**config.mk**
```make
export PLATFORM = sky130hd
export DESIGN_NAME = grant_finish_unit
export DESIGN_NICKNAME = d
export VERILOG_FILES = /design/src/rtl/grant_finish_unit.sv
export SDC_FILE = /design/constraint.sdc
export NUM_CORES = 1
export LEC_CHECK = 0
export CELL_PAD_IN_SITES_DETAIL_PLACEMENT = 1
export CELL_PAD_IN_SITES_GLOBAL_PLACEMENT = 1
export CORE_MARGIN = 2
export CORE_UTILIZATION = 16
export CTS_BUF_LIST = sky130_fd_sc_hd__clkbuf_4 sky130_fd_sc_hd__clkbuf_8
export CTS_CLUSTER_DIAMETER = 30
export DETAILED_ROUTE_END_ITERATION = 12
export GPL_TIMING_DRIVEN = 0
export HOLD_SLACK_MARGIN = 0.05
export PLACE_DENSITY_LB_ADDON = 0.1
export SLEW_MARGIN = 20
export SYNTH_ARGS = -nofsm -noshare
export SYNTH_HDL_FRONTEND = slang
export SYNTH_SLANG_ARGS = --single-unit
```
**constraint.sdc**
```tcl
create_clock -name clk -period 2.8 [get_ports clk]
set_clock_uncertainty 0.1 [all_clocks]
set_input_delay 0.56 -clock clk [delete_from_list [all_inputs] [get_ports clk]]
set_output_delay 0.56 -clock clk [all_outputs]
set_load 0.005 [all_outputs]
```
**src/rtl/grant_finish_unit.sv**
```systemverilog
// Purpose    : forwards grant beats to the client and queues one finish message
//              per completed grant that needs one.
// Latency    : grant path is combinational (zero cycles); a finish is visible on
//              io_fin_* the cycle after the last beat of its grant transfers.
// Backpressure: a grant beat that would enqueue a finish stalls (io_gin_ready=0,
//              io_gout_valid=0) while the finish queue is full; io_gout_ready is
//              passed straight back to io_gin_ready otherwise.
//
// Ports:
//   clk, reset                 - clock, synchronous active-high reset
//   io_gin_valid/ready/bits_*  - arbitrated grant beat in
//   io_gout_valid/ready/bits_* - grant beat out to the client (same fields)
//   io_fin_valid/ready/bits_*  - finish message {manager_xact_id, client_id}
//   io_beat_err                - sticky beat-order error
//
// Build option: define GRANT_BEAT_CHECK_EN to build the addr_beat order check
// that drives io_beat_err; otherwise io_beat_err is tied to 0.
// FINISH_DEPTH must be 2 or 4.

module grant_finish_unit #(
    parameter int FINISH_DEPTH = 2
) (
    input  logic        clk,
    input  logic        reset,

    input  logic        io_gin_valid,
    output logic        io_gin_ready,
    input  logic [2:0]  io_gin_bits_addr_beat,
    input  logic [1:0]  io_gin_bits_client_xact_id,
    input  logic        io_gin_bits_manager_xact_id,
    input  logic        io_gin_bits_is_builtin_type,
    input  logic [3:0]  io_gin_bits_g_type,
    input  logic [63:0] io_gin_bits_data,
    input  logic        io_gin_bits_client_id,

    output logic        io_gout_valid,
    input  logic        io_gout_ready,
    output logic [2:0]  io_gout_bits_addr_beat,
    output logic [1:0]  io_gout_bits_client_xact_id,
    output logic        io_gout_bits_manager_xact_id,
    output logic        io_gout_bits_is_builtin_type,
    output logic [3:0]  io_gout_bits_g_type,
    output logic [63:0] io_gout_bits_data,
    output logic        io_gout_bits_client_id,

    output logic        io_fin_valid,
    input  logic        io_fin_ready,
    output logic        io_fin_bits_manager_xact_id,
    output logic        io_fin_bits_client_id,

    output logic        io_beat_err
);

    // Pointers are exactly log2(depth) bits so they wrap for free.
    localparam int PTR_W = (FINISH_DEPTH > 2) ? 2 : 1;
    localparam int CNT_W = PTR_W + 1;

    logic [2:0]       beat_cnt;
    logic             multi;
    logic             needs_fin;
    logic             last;
    logic             enq_fin;
    logic             full;
    logic             empty;
    logic             blocked;
    logic             xfer;
    logic             push;
    logic             pop;

    logic [1:0]       fin_mem [FINISH_DEPTH];
    logic [PTR_W-1:0] wr_ptr;
    logic [PTR_W-1:0] rd_ptr;
    logic [CNT_W-1:0] count;

    // ---------------------------------------------------------------
    // Grant path: pure wires, nothing stored.
    // ---------------------------------------------------------------
    assign io_gout_bits_addr_beat       = io_gin_bits_addr_beat;
    assign io_gout_bits_client_xact_id  = io_gin_bits_client_xact_id;
    assign io_gout_bits_manager_xact_id = io_gin_bits_manager_xact_id;
    assign io_gout_bits_is_builtin_type = io_gin_bits_is_builtin_type;
    assign io_gout_bits_g_type          = io_gin_bits_g_type;
    assign io_gout_bits_data            = io_gin_bits_data;
    assign io_gout_bits_client_id       = io_gin_bits_client_id;

    // Builtin g_type 5 and non-builtin g_type 0 carry 8 data beats.
    assign multi = io_gin_bits_is_builtin_type ? (io_gin_bits_g_type == 4'd5)
                                               : (io_gin_bits_g_type == 4'd0);

    assign needs_fin = !io_gin_bits_is_builtin_type ||
                       (io_gin_bits_g_type == 4'd4) ||
                       (io_gin_bits_g_type == 4'd5);

    assign last    = !multi || (beat_cnt == 3'd7);
    assign enq_fin = last && needs_fin;

    assign full  = (count == CNT_W'(FINISH_DEPTH));
    assign empty = (count == '0);

    // A full queue blocks the finishing beat even if the head pops this
    // cycle; this keeps ready off the fin_ready path.
    assign blocked = enq_fin && full;

    assign io_gout_valid = io_gin_valid  && !blocked;
    assign io_gin_ready  = io_gout_ready && !blocked;

    assign xfer = io_gin_valid && io_gin_ready;
    assign push = xfer && enq_fin && !reset;
    assign pop  = io_fin_valid && io_fin_ready;

    // ---------------------------------------------------------------
    // Beat counter and finish queue control.
    // ---------------------------------------------------------------
    always_ff @(posedge clk) begin
        if (reset) begin
            beat_cnt <= '0;
            wr_ptr   <= '0;
            rd_ptr   <= '0;
            count    <= '0;
        end else begin
            if (xfer && multi) begin
                beat_cnt <= beat_cnt + 3'd1;
            end
            if (push) begin
                wr_ptr <= wr_ptr + PTR_W'(1);
            end
            if (pop) begin
                rd_ptr <= rd_ptr + PTR_W'(1);
            end
            if (push && !pop) begin
                count <= count + CNT_W'(1);
            end else if (pop && !push) begin
                count <= count - CNT_W'(1);
            end
        end
    end

    // Storage needs no reset: count gates visibility of every entry.
    always_ff @(posedge clk) begin
        if (push) begin
            fin_mem[wr_ptr] <= {io_gin_bits_manager_xact_id, io_gin_bits_client_id};
        end
    end

    assign io_fin_valid = !empty;
    assign {io_fin_bits_manager_xact_id, io_fin_bits_client_id} =
        empty ? 2'b00 : fin_mem[rd_ptr];

    // ---------------------------------------------------------------
    // Optional beat-order check.
    // ---------------------------------------------------------------
`ifdef GRANT_BEAT_CHECK_EN
    logic beat_err_q;

    always_ff @(posedge clk) begin
        if (reset) begin
            beat_err_q <= 1'b0;
        end else if (xfer && multi && (io_gin_bits_addr_beat != beat_cnt)) begin
            beat_err_q <= 1'b1;
        end
    end

    assign io_beat_err = beat_err_q;
`else
    assign io_beat_err = 1'b0;
`endif

endmodule

```
==> parameters.txt <==
Parameter                              Value

CTS
  Clock Pin Slew Worst Setup and Hold Paths ... 0.06 ns
  Insertion delay to the later sink of the worst-skew pair ... 0.24 ns
  Clk Tree Root Cell ... clkbuf_8
  CTS Sinks ... 12
  TritonCTS Buffers ... 3
  TritonCTS clock tree ... yes
  Maximum count of clock buffers along a single path ... 2
  Maximum level of the CTS H-tree ... 1

Pwr
  Comb pwr share ... 0.475
  Overall power after layout ... 0.000785 W
  Internal Pwr Total ... 0.000581 W
  Part of the power in registers ... 0.286
  Reported leakage power ... 1.02 nW
  Share of total power in the clock network ... 0.239
  IR drop worst, VDD ... 0.125 mV
  Pwr/cell area ... 333 mW/mm²
  Switching power as a share of total power ... 0.260
  Switching Power ... 0.000204 W

Synthesis
  Post-synth ARST share ... 0
  Yosys reg bits ... 12
  Sequential area share after synthesis ... 0.229
  Main synth FF type ... dfxtp_1
  Library cells used by synthesis ... 30
  Area of the mapped netlist ... 0.00122 mm²
  Mapped Avg Cell Area ... 8.69 µm²
  Synthesized Nets ... 225
  Synth Instances ... 141
  Number of flops mapped to enable cells by yosys ... 4
  Yosys warnings ... 0

Detailed routing
  1st-iter DRT viols ... 8
  Final Routed Wirelength ... 3560 µm
  Number of vias in the routed layout ... 1192
  Average wire per cell in the routed design ... 10.5 µm
  Drt drc ... 0
  Count of nets left with antenna violations after detail routing ... 0
  Vias per std cell ... 3.54
  Pre-antenna DRT Iters ... 3

GRT
  First-pass GRT wire length ... 5240 µm
  Number of global-route vias before repair ... 1111
  Total congestion overflow after global routing ... 0
  All-Layer GR Usage ... 0.0766
  Antenna violations before repair ... 0
  Maximum number of pins on one net before global-route repair ... 11

Cells and area
  Footprint of the multi-input gates ... 392 µm²
  Layout cell share with drive strength beyond 1 ... 0.382
  Final core utilization ... 0.322
  Number of nets in the final layout ... 323
  Layout overhead on the synthesized area ... 92.6%
  Post-Layout Cell Count ... 337
  N_diodes ... 0
  Fill count ... 879
  Sequential Area ... 280 µm²

Die
  Num ports ... 163
  Area of the placeable core ... 0.00733 mm²
  Starting utilization of the core area ... 0.167
  Standard-cell rows ... 31
  Die Height ... 91.5 µm
  Chip Width ... 91.5 µm
  Die footprint ... 0.00837 mm²

STA
  Max-slew violation total from the final report ... 0
  Final worst slack ... 0.135 ns
  Final count of hold timing violations ... 0
  Highest achievable clock rate ... 375 MHz
  Finish-stage setup viols ... 0
  Minimum period implied by the final worst setup slack ... 2.66 ns
  Post-route fraction of the period consumed by the critical path ... 0.952
  RSZ-0062 raised after global routing ... no
  Actual transition at the worst max-transition pin ... 0.492 ns
  Worst slew margin relative to its limit ... 0.669

Placed design
  GPL Wtd Cong ... 0.624
  Placed wire-length estimate after detailed placement ... 3200 µm
  Quantity of I/O buffers inserted on ports ... 92
  Pre-CTS worst setup slack ... -0.231 ns
  Cell count after placement ... 332

Worst setup path
  R2R Path Start ... beat_cnt[0]
  Endpoint required time on the critical path ... 2.14 ns
  Cells along the critical path ... dlygate4sd2_1, nor2b_4, o31ai_2, nand3_1, and2_1, clkdlybuf4s50_1
  Sort of element at the start of the critical path ... primary input
  WS Path Type ... in -> out
  Crit path max fanout ... 5
  Critical Path End Type ... primary output
  Critical path data arrival time ... 2.00 ns
  Worst reg-to-reg path cell count ... 8
  Largest stage delay, worst path ... 0.45 ns
  Crit-path slowest cell ... clkdlybuf4s50_1
  Critical register-to-register path endpoint ... count[1]
  Worst reg2reg setup slack ... 0.32 ns

Worst hold path
  Worst hold endpoint ... beat_cnt[1]
  Hold Path Origin ... beat_cnt[1]
  Hold Path Stages ... 2
  Class of the tightest hold or removal check ... reg -> reg

Flow run
  Maximum Capacitance Violations ... 0

Status
  Outcome ... complete, no violations
==> timing repair <==
item | CTS | global route
hold buffers | 0 | 0
pin swaps | 2 | 2
setup buffers | 1 | 0
setup endpoints to repair | 2 | 2
resized for setup | 7 | 4
gates cloned | 0 | 0
==> routing by layer <==
layer	track usage	vias up	share of wire
met2	0.135	84	0.50
met1	0.0826	529	0.34
met4	0.0189	0	0.0034
met3	0.0357	2	0.15
met5	0	-	0
li1	-	577	-
==> layout make-up <==
type / instances / area share
well taps: 99 / 0.0525
multi-input cells: 50 / 0.166
clock buffers: 4 / 0.0233
flip-flops and latches: 12 / 0.119
inverters: 1 / 0.00159
repair buffers: 93 / 0.391
plain buffers: 78 / 0.247
==> stage by stage <==
stage	cell area, µm²	hold WS (ns)	TNS (ns)
floorplan	1220	0.353	0
global placement	2270	0.374	-0.601
detailed placement	2270	0.378	-0.661
CTS	2350	0.388	0
global route	2360	0.427	0
finish	2360	0.380	0
==> critical path: cells and delay by family <==
| family | cells | cell delay, ns |
|---|---|---|
| and+or+nand+nor | 3 | 0.46 |
| AOI/OAI and AO/OA | 1 | 0.23 |
| buffers and inverters | 2 | 0.76 |
==> flip-flops by register name, indices dropped and copies added, names as in the netlist, named ones only <==
name and cells:
rd_ptr 1, beat_cnt 3, wr_ptr 1, fin_mem 4, count 2
==> layout by cell type (no fill, tap or decap), types with 3 or more instances in the layout <==
cell type and count:
dfxtp_1 8, nand2b_1 4, nor2b_1 3, clkdlybuf4s50_1 88, and2_1 3, nor2_1 8, xor2_1 3, clkbuf_8 4
edfxtp_1 4, mux2i_1 4, buf_4 78
==> cell families (layout without fill, tap and decap cells) <==
family / after synthesis / in the layout / share of synthesized area
AOI/OAI and AO/OA: 11 / 11 / 0.0674
xor gates and xnor gates: 3 / 3 / 0.0215
adders and majority gates: 3 / 3 / 0.0306
buffers and inverters: 79 / 176 / 0.478
DFF: 12 / 12 / 0.229
muxes: 5 / 5 / 0.0419
other: 1 / 1 / 0.00306
and+or+nand+nor: 27 / 27 / 0.129
==> power by group through the flow <==
stage                     clock (W)  combinational, W  sequential [W]
after floorplan                   0          0.000178        0.000223
after global placement            0          0.000372        0.000228
after detailed placement          0          0.000376        0.000229
after CTS                  0.000194          0.000380        0.000225
after global routing       0.000205          0.000403        0.000228
final                      0.000187          0.000373        0.000225
==> worst max path at each step <==
stage | slack [ns] | cells after the start | from | to
final | 0.14 | 6 | io_gin_bits_g_type[0] | io_gout_valid
after global routing | 0.03 | 7 | beat_cnt[0] | io_gin_ready
after CTS | 0.006 | 7 | beat_cnt[0] | io_gout_valid
after detailed placement | -0.23 | 6 | io_gin_bits_g_type[3] | io_gout_valid
after global placement | -0.22 | 6 | io_gin_bits_g_type[3] | io_gin_ready
after floorplan | 0.56 | 8 | beat_cnt[0] | count[1]
==> synth_stat cells, drive strengths merged (2+ instances only) <==
cell type | count | share of area
buf | 77 | 0.47
dfxtp | 8 | 0.13
nor2 | 8 | 0.025
edfxtp | 4 | 0.098
mux2i | 4 | 0.033
nand2b | 4 | 0.020
nor2b | 4 | 0.027
and2 | 3 | 0.015
ha | 3 | 0.031
xor2 | 3 | 0.021
a21oi | 2 | 0.0082
nor4 | 2 | 0.010
o21ai | 2 | 0.0082
o31ai | 2 | 0.012
No activity file was read; power rests on OpenSTA's default activity.
